$ cat config.mk
export PLATFORM = sky130hd
export DESIGN_NAME = dtcm_arbiter
export DESIGN_NICKNAME = d
export VERILOG_FILES = /design/src/rtl/tcm_pkg.sv /design/src/rtl/dtcm_arbiter.sv
export SDC_FILE = /design/constraint.sdc
export NUM_CORES = 1
export LEC_CHECK = 0
export ABC_AREA = 1
export CORE_MARGIN = 5
export CORE_UTILIZATION = 30
export DETAILED_ROUTE_END_ITERATION = 8
export GPL_TIMING_DRIVEN = 0
export PLACE_DENSITY = 0.78
export SLEW_MARGIN = 30
export SYNTH_ARGS = -nofsm -noshare
export SYNTH_HDL_FRONTEND = slang
export SYNTH_SLANG_ARGS = --single-unit
$ cat constraint.sdc
create_clock -name clk -period 1.7 [get_ports clk]
set_input_delay 0.34 -clock clk [delete_from_list [all_inputs] [get_ports clk]]
set_output_delay 0.34 -clock clk [all_outputs]
set_load 0.02 [all_outputs]
$ cat src/rtl/tcm_pkg.sv
// Shared types for the data-TCM arbiter: priority state, request bundle and
// read-owner encoding.
package tcm_pkg;

  localparam int TCM_AW = 32;
  localparam int TCM_DW = 32;

  typedef enum logic {
    CPU_PRI = 1'b0,
    EXT_PRI = 1'b1
  } arb_state_t;

  // One port's request fields; the arbiter's AW/DW must equal TCM_AW/TCM_DW.
  typedef struct packed {
    logic                  we;
    logic [TCM_AW-1:0]     addr;
    logic [TCM_DW-1:0]     wdata;
    logic [TCM_DW/8-1:0]   wstrb;
  } tcm_req_t;

  localparam logic OWN_CPU = 1'b0;
  localparam logic OWN_EXT = 1'b1;

endpackage

$ cat src/rtl/dtcm_arbiter.sv
// Single-port data-TCM arbiter between the CPU load/store port and an external
// port, with starvation bound, locked external bursts and 1-cycle read return.
module dtcm_arbiter
  import tcm_pkg::*;
#(
  parameter int AW        = TCM_AW,
  parameter int DW        = TCM_DW,
  parameter int MAX_WAIT  = 4,
  parameter int MAX_BURST = 8
) (
  input  logic            clk,
  input  logic            reset,

  input  logic            cpu_req,
  input  logic            cpu_we,
  input  logic [AW-1:0]   cpu_addr,
  input  logic [DW-1:0]   cpu_wdata,
  input  logic [DW/8-1:0] cpu_wstrb,
  output logic            cpu_gnt,
  output logic            cpu_rvalid,
  output logic [DW-1:0]   cpu_rdata,

  input  logic            ext_req,
  input  logic            ext_we,
  input  logic [AW-1:0]   ext_addr,
  input  logic [DW-1:0]   ext_wdata,
  input  logic [DW/8-1:0] ext_wstrb,
  input  logic            ext_lock,
  output logic            ext_gnt,
  output logic            ext_rvalid,
  output logic [DW-1:0]   ext_rdata,

  output logic            dtcm_en,
  output logic [DW/8-1:0] dtcm_we,
  output logic [AW-1:0]   dtcm_addr,
  output logic [DW-1:0]   dtcm_wdata,
  input  logic [DW-1:0]   dtcm_rdata
);

  localparam int WW = $clog2(MAX_WAIT + 1);
  localparam int BW = $clog2(MAX_BURST + 1);
  localparam logic [WW-1:0] WAIT_SAT = WW'(MAX_WAIT);
  // The entry beat is granted from CPU_PRI, so EXT_PRI itself carries
  // MAX_BURST-1 beats; burst_cnt holds the EXT_PRI beats already taken.
  localparam logic [BW-1:0] BURST_LAST = BW'((MAX_BURST >= 2) ? MAX_BURST - 2 : 0);

  arb_state_t    state;
  logic [WW-1:0] wait_cnt;
  logic [BW-1:0] burst_cnt;
  logic          yield;
  logic          rd_pend;
  logic          rd_owner;
  logic [DW-1:0] cpu_rdata_q;
  logic [DW-1:0] ext_rdata_q;

  tcm_req_t cpu_r, ext_r, sel;
  logic     ext_win;
  logic     rd_start;

  assign cpu_r = '{we: cpu_we, addr: cpu_addr, wdata: cpu_wdata, wstrb: cpu_wstrb};
  assign ext_r = '{we: ext_we, addr: ext_addr, wdata: ext_wdata, wstrb: ext_wstrb};

  // NOTE: every combinational output gets a default first so no path can infer a latch.
  always_comb begin
    ext_win = 1'b0;
    if (state == EXT_PRI)
      ext_win = ext_req;
    else
      ext_win = ext_req && (!cpu_req || ((wait_cnt == WAIT_SAT) && !yield));
  end

  assign ext_gnt = reset && ext_win;
  assign cpu_gnt = reset && cpu_req && !ext_win;

  assign sel        = ext_gnt ? ext_r : cpu_r;
  assign dtcm_en    = cpu_gnt | ext_gnt;
  assign dtcm_addr  = sel.addr;
  assign dtcm_wdata = sel.wdata;
  assign dtcm_we    = (dtcm_en && sel.we) ? sel.wstrb : '0;
  assign rd_start   = dtcm_en && !sel.we;

  assign cpu_rvalid = rd_pend && (rd_owner == OWN_CPU);
  assign ext_rvalid = rd_pend && (rd_owner == OWN_EXT);
  assign cpu_rdata  = cpu_rvalid ? dtcm_rdata : cpu_rdata_q;
  assign ext_rdata  = ext_rvalid ? dtcm_rdata : ext_rdata_q;

  // NOTE: sequential state uses non-blocking assignments so every flop samples pre-edge values.
  always_ff @(posedge clk or negedge reset) begin
    if (!reset) begin
      state       <= CPU_PRI;
      wait_cnt    <= '0;
      burst_cnt   <= '0;
      yield       <= 1'b0;
      rd_pend     <= 1'b0;
      rd_owner    <= OWN_CPU;
      cpu_rdata_q <= '0;
      ext_rdata_q <= '0;
    end else begin
      if (!ext_req || ext_gnt)
        wait_cnt <= '0;
      else if (wait_cnt != WAIT_SAT)
        wait_cnt <= wait_cnt + 1'b1;

      yield <= 1'b0;
      case (state)
        CPU_PRI: begin
          if (ext_gnt && ext_lock && !yield) begin
            burst_cnt <= '0;
            if (MAX_BURST > 1) state <= EXT_PRI;
            else               yield <= 1'b1;
          end
        end
        EXT_PRI: begin
          if (!(ext_req && ext_lock)) begin
            state     <= CPU_PRI;
            burst_cnt <= '0;
          end else if (burst_cnt == BURST_LAST) begin
            // Burst limit: hand one guaranteed cycle back to the CPU.
            state     <= CPU_PRI;
            burst_cnt <= '0;
            yield     <= 1'b1;
          end else begin
            burst_cnt <= burst_cnt + 1'b1;
          end
        end
        default: state <= CPU_PRI;
      endcase

      rd_pend <= rd_start;
      if (rd_start) rd_owner <= ext_gnt ? OWN_EXT : OWN_CPU;
      if (cpu_rvalid) cpu_rdata_q <= dtcm_rdata;
      if (ext_rvalid) ext_rdata_q <= dtcm_rdata;
    end
  end

endmodule
==> impl_metrics.json, run 1 <==
{
  "cap_violations": 0,
  "num_vias": 5138,
  "crit_slowest_cell": "dfrtp_1",
  "portBuffers": 311,
  "dieArea_um2": 15000,
  "p_per_area_nw_per_um2": 1150,
  "fin_crit_ns": 2.26,
  "clk_latency_ns": 0.33,
  "yosys_register_bits": 75,
  "yosysWarnings": 0,
  "rsz0062_at_grt": "yes",
  "final_max_slew_viol_count": 0,
  "path_class": "reg -> out",
  "grt-ovfl-total": 0,
  "ys_top_cells_by_count": "nand2_1 (280), dfrtp_1 (75), o21ai_0 (68)",
  "max_slew_margin": 0.764,
  "finalCritPeriodShare": 1.33,
  "endpoint_kind": "output pin",
  "stdcell_area_um2": 9780,
  "fmax_mhz": 443,
  "arrival_ns": 1.92,
  "ys_async_sr_fraction": 1.00,
  "required_ns": 1.36,
  "finalWirelength_um": 22300,
  "grt_pass1_vias": 5141,
  "antenna_found_initial": 1,
  "ys_types": 20,
  "grt_pass1_wl_um": 28500,
  "hpwl_um": 14200,
  "nets": 1099,
  "die_width_um": 123,
  "r2r_slack_ns": 0.03,
  "nFillCells": 791,
  "crit_chain": "inv_2 -> ha_4 -> nand3_4 -> nand2_4 -> nand3_4 -> clkinv_8 -> buf_6 -> buf_6 -> nand2_2 -> nand2_2 -> buf_6",
  "cp_top_family": "buffers and inverters",
  "fp.coreArea_um2": 12500,
  "syn_nets": 713,
  "synthTopCellsByArea": "dfrtp_1 (49%), nand2_1 (28%), o21ai_0 (9.0%)",
  "cts-buffers-inserted": 9,
  "cp_num_buf_inv": 5,
  "start_util": 0.304,
  "syn_area_per_cell_um2": 7.12,
  "drtIter0Drc": 181,
  "worstMarginPinSlew_ns": 0.352,
  "drc": 0,
  "cts_buffer_depth": 2,
  "htreeDepth": 3,
  "yosysSeqAreaShare": 0.494,
  "synth_top_area_cell": "dfrtp_1",
  "finalSetupTns_ns": -49.20,
  "grt_max_degree": 51,
  "min_path_type": "in -> async",
  "failed_checks": "negative setup slack",
  "io_pins": 312,
  "cp_max_fo": 8,
  "outcome": "finished with violations",
  "drive_gt1_frac": 0.484,
  "yosysMostFrequentCell": "nand2_1",
  "die_h_um": 123,
  "area_growth_pct": 157,
  "total_leakage_power_nw": 4.67,
  "cpPeakStageDelay_ns": 0.39,
  "syn_inst": 534,
  "clockRootBuffer": "clkbuf_16",
  "synth_top_area_share": 0.494,
  "skew_ns": 0.0112,
  "synth_edf_count": 0,
  "cp-start-kind": "flip-flop",
  "track_usage": 0.251,
  "synthFlopType": "dfrtp_1",
  "clk_pin_slew_ns": 0.06,
  "dpl_cell_area_um2": 7250,
  "cts_tree": "built",
  "avgRoutedWirePerCell_um": 20.3,
  "vdd.ir_drop.worst_mv": 0.576,
  "setup_ws_ns": -0.557,
  "cts_sinks": 75,
  "hold_viol": 0,
  "drtAntennaViolNets": 0,
  "cp_common_cell": "buf_6",
  "rows": 41,
  "vias_per_cell": 4.68,
  "netlist_area_um2": 3800,
  "setup_viol": 136,
  "first_pass_iters": 4,
  "gp_routability_congestion": 0.860
}
==> cell type report <==
type | instances | area, um2 | share of cell area
Tap cell | 172 | 215 | 0.0220
Clock buffer | 12 | 256 | 0.0262
Sequential cell | 75 | 1880 | 0.192
Timing Repair Buffer | 375 | 3950 | 0.403
Multi-Input combinational cell | 385 | 2830 | 0.289
Antenna cell | 1 | 2.50 | 0.000256
Buffer | 26 | 408 | 0.0417
Clock inverter | 4 | 48.8 | 0.00499
Inverter | 48 | 198 | 0.0202
==> power by group <==
| part | switching [mW] | internal, mW |
|---|---|---|
| registers | 0.418 | 2.41 |
| clock network | 0.734 | 1.22 |
| logic | 3.22 | 3.26 |
==> worst paths after layout <==
check                                          start                   endpoint  cells after the start
max                          wait_cnt[1]$_DFFE_PN0P_              dtcm_addr[26]                     11
min reg2reg                cpu_rdata_q[14]$_DFF_PN0_  cpu_rdata_q[14]$_DFF_PN0_                      2
max reg2reg                  wait_cnt[1]$_DFFE_PN0P_   burst_cnt[2]$_DFFE_PN0P_                     11
min                                            reset  ext_rdata_q[30]$_DFF_PN0_                      2
max in group asynchronous                      reset       rd_owner$_DFFE_PN0P_                      2
min in group clk           cpu_rdata_q[14]$_DFF_PN0_  cpu_rdata_q[14]$_DFF_PN0_                      2
==> cell families after synthesis <==
family | count (synthesis) | synth area share
AND/OR/NAND/NOR | 304 | 0.311
AO/OA/AOI/OAI | 72 | 0.0948
buffers and inverters | 75 | 0.0784
XOR/XNOR | 4 | 0.00922
adder cells (fa/ha/maj) | 4 | 0.0132
flip-flops | 75 | 0.494
==> flip-flops by register name (all words and copies together) (netlist names) <==
name,cells
cpu_rdata_q,32
ext_rdata_q,32
burst_cnt,4
wait_cnt,3
rd_owner,1
rd_pend,1
state,1
yield,1
==> timing repair <==
item,CTS,global route
cloned,8,3
endpoints found under the setup margin,137,142
hold buffers,1,0
setup buffers,26,30
gates resized for setup,863,395
pin swaps,16,20
endpoints found under the hold margin,26,0
==> per-layer routing <==
metal,part of all wire,track usage
met5,0,0
met4,0.035,0.0917
met3,0.090,0.0982
met1,0.34,0.255
met2,0.54,0.464
==> through the flow <==
step | total power [mW] | setup WS [ns] | util | cells | hold WS [ns]
2_1_floorplan | 4.53 | -0.0256 | - | 534 | 0.0444
3_3_place_gp | 6.74 | -3.91 | 0.577 | 1017 | 0.452
3_5_place_dp | 6.82 | -1.21 | 0.579 | 1018 | 0.301
4_1_cts | 9.40 | -0.591 | 0.678 | 1069 | 0.0628
6_report | 11.3 | -0.557 | 0.781 | 1098 | 0.0597
5_1_grt | 11.7 | -0.644 | 0.781 | 1098 | 0.0878
==> placed cells by master, fill, tap and decap left out, drive strengths merged, types with 3 or more instances in the layout <==
| cell | instances |
|---|---|
| dfrtp | 75 |
| ha | 4 |
| clkdlybuf4s50 | 173 |
| inv | 46 |
| o21ai | 69 |
| buf | 214 |
| nand3 | 11 |
| a21oi | 3 |
| nand2 | 281 |
| clkbuf | 24 |
| nor2 | 9 |
| clkinv | 5 |
No activity file was read; power rests on OpenSTA's default activity.
==> run 2: changes to the inputs <==
Settings changed: MAX_ROUTING_LAYER set to met4.
==> run 2 against run 1 <==
  * The flow still finishes with violations (negative setup slack)
  * Sequential cell count is the same
  * Count of clock-buffer cells in the layout unchanged
  * Global-route usage rose by 0.72 points
  * Highest routed layer unchanged
==> impl_metrics.json, run 2 (synthesis results as in run 1) <==
{
  "grt_pass1_wl_um": 28400,
  "crit_path_start": "wait_cnt[1]$_DFFE_PN0P_",
  "fmax_mhz": 446,
  "die_width_um": 123,
  "start_util": 0.304,
  "htreeDepth": 3,
  "clk_pin_slew_ns": 0.06,
  "skew_ns": 0.0124,
  "use_met3": 0.0783,
  "outcome": "finished with violations",
  "cp_max_fo": 8,
  "required_ns": 1.36,
  "setup_viol": 136,
  "antenna_found_initial": 1,
  "max_slew_margin": 0.764,
  "io_pins": 312,
  "r2r-start": "wait_cnt[1]$_DFFE_PN0P_",
  "worstMarginPinSlew_ns": 0.352,
  "finalWirelength_um": 22400,
  "cts_buffer_depth": 2,
  "vias_per_cell": 4.72,
  "comb_power_share": 0.576,
  "drtAntennaViolNets": 0,
  "grt_use_met1": 0.268,
  "arrival_ns": 1.90,
  "p_sw_mw": 4.37,
  "layout_commonest_cell": "clkdlybuf4s50_1",
  "grt_max_degree": 51,
  "drive_gt1_frac": 0.476,
  "cts_tree": "built",
  "drtIter0Drc": 260,
  "cts-buffers-inserted": 9,
  "intPower_mw": 6.90,
  "vdd.ir_drop.worst_mv": 0.669,
  "fp.coreArea_um2": 12500,
  "drc": 0,
  "clk_latency_ns": 0.33,
  "cts_sinks": 75,
  "total_leakage_power_nw": 4.66,
  "min_path_type": "in -> async",
  "track_usage": 0.258,
  "first_pass_iters": 4,
  "pwr-share-clk": 0.172,
  "dp_cells": 1018,
  "finalPower_mw": 11.3,
  "area_growth_pct": 157,
  "failed_checks": "negative setup slack",
  "reg_top3": "cpu_rdata_q (32), ext_rdata_q (32), burst_cnt (4)",
  "p_seq_frac": 0.252,
  "final_cells": 1098,
  "layout_common_cells": "clkdlybuf4s50_1 (173), nand2_1 (172), buf_6 (150), nand2_2 (78), dfrtp_1 (74)",
  "hpwl_um": 14200,
  "finalSetupTns_ns": -50.24,
  "rsz0062_at_grt": "yes",
  "dieArea_um2": 15000,
  "setup_ws_ns": -0.541,
  "portBuffers": 311,
  "hold_viol": 0,
  "busiest_layer": "met2",
  "num_vias": 5184,
  "die_h_um": 123,
  "p_per_area_nw_per_um2": 1150,
  "final_max_slew_viol_count": 0,
  "endpoint_kind": "output pin",
  "p_sw_frac": 0.388,
  "grtUsageMet2": 0.462,
  "finalCritPeriodShare": 1.32,
  "cap_violations": 0,
  "grt-ovfl-total": 0,
  "clockRootBuffer": "clkbuf_16",
  "avgRoutedWirePerCell_um": 20.4,
  "fin_crit_ns": 2.24,
  "rows": 41,
  "cp-start-kind": "flip-flop",
  "nets": 1099,
  "path_class": "reg -> out",
  "grt_pass1_vias": 5166,
  "gp_routability_congestion": 0.874
}
## run 2: cell counts in the layout (fill, tap and decap cells not counted)
No cell type changed its count.
## run 2: power by group through the flow
| stage | logic, mW | clock network, mW | registers, mW |
|---|---|---|---|
| 2_1_floorplan | 1.96 | 0 | 2.57 |
| 3_3_place_gp | 4.16 | 0 | 2.58 |
| 3_5_place_dp | 4.21 | 0 | 2.62 |
| 4_1_cts | 4.83 | 1.94 | 2.63 |
| 5_1_grt | 6.77 | 2.05 | 2.89 |
| 6_report | 6.50 | 1.94 | 2.84 |
## run 2: what timing repair did
action / CTS / global route
buffers inserted: 26 / 30
hold buffers: 1 / 0
hold endpoints to repair: 26 / 0
setup endpoints to repair: 137 / 142
cloned: 8 / 3
pin swaps: 16 / 16
resized for setup: 863 / 388
## run 2: final cells by class
cell class	instances	area, um2
diodes	1	2.50
plain buffers	26	408
clock buffers	12	256
clock inverters	4	48.8
fillers	796	2750
inverters	48	198
multi-input cells	385	2810
flip-flops and latches	75	1880
well taps	172	215
repair buffers	375	3950
## run 2: worst paths after layout
check | to | slack, ns | depth (start not counted)
setup / recovery | dtcm_addr[24] | -0.54 | 11
hold / removal | ext_rdata_q[30]$_DFF_PN0_ | 0.07 | 2
setup reg to reg | burst_cnt[1]$_DFFE_PN0P_ | 0.04 | 11
hold reg to reg | cpu_rdata_q[14]$_DFF_PN0_ | 0.49 | 2
max in group asynchronous | rd_owner$_DFFE_PN0P_ | 1.33 | 2
min in group clk | cpu_rdata_q[14]$_DFF_PN0_ | 0.49 | 2
## run 2: critical path, cell delays in order (launching register included)
cell	delay, ns
dfrtp_1	0.39
inv_2	0.07
ha_4	0.14
nand3_4	0.07
nand2_4	0.11
nand3_4	0.18
clkinv_8	0.14
buf_6	0.12
buf_6	0.11
nand2_1	0.06
nand2_2	0.07
buf_6	0.12
## run 2: per-stage QoR
| stage | hold WS [ns] | cell area, um2 | worst slack (ns) | util |
|---|---|---|---|---|
| floorplan | 0.0444 | 3900 | -0.0256 | - |
| global placement | 0.452 | 7230 | -3.91 | 0.577 |
| detailed placement | 0.301 | 7250 | -1.21 | 0.579 |
| CTS | 0.0628 | 8490 | -0.591 | 0.678 |
| global route | 0.0857 | 9770 | -0.649 | 0.780 |
| finish | 0.0675 | 9770 | -0.541 | 0.780 |
## run 2: layer usage
metal | vias up | routed length (um)
met5 | - | 0
met4 | 0 | 743
met3 | 52 | 1750
met2 | 243 | 12200
met1 | 2474 | 7710
li1 | 2415 | -
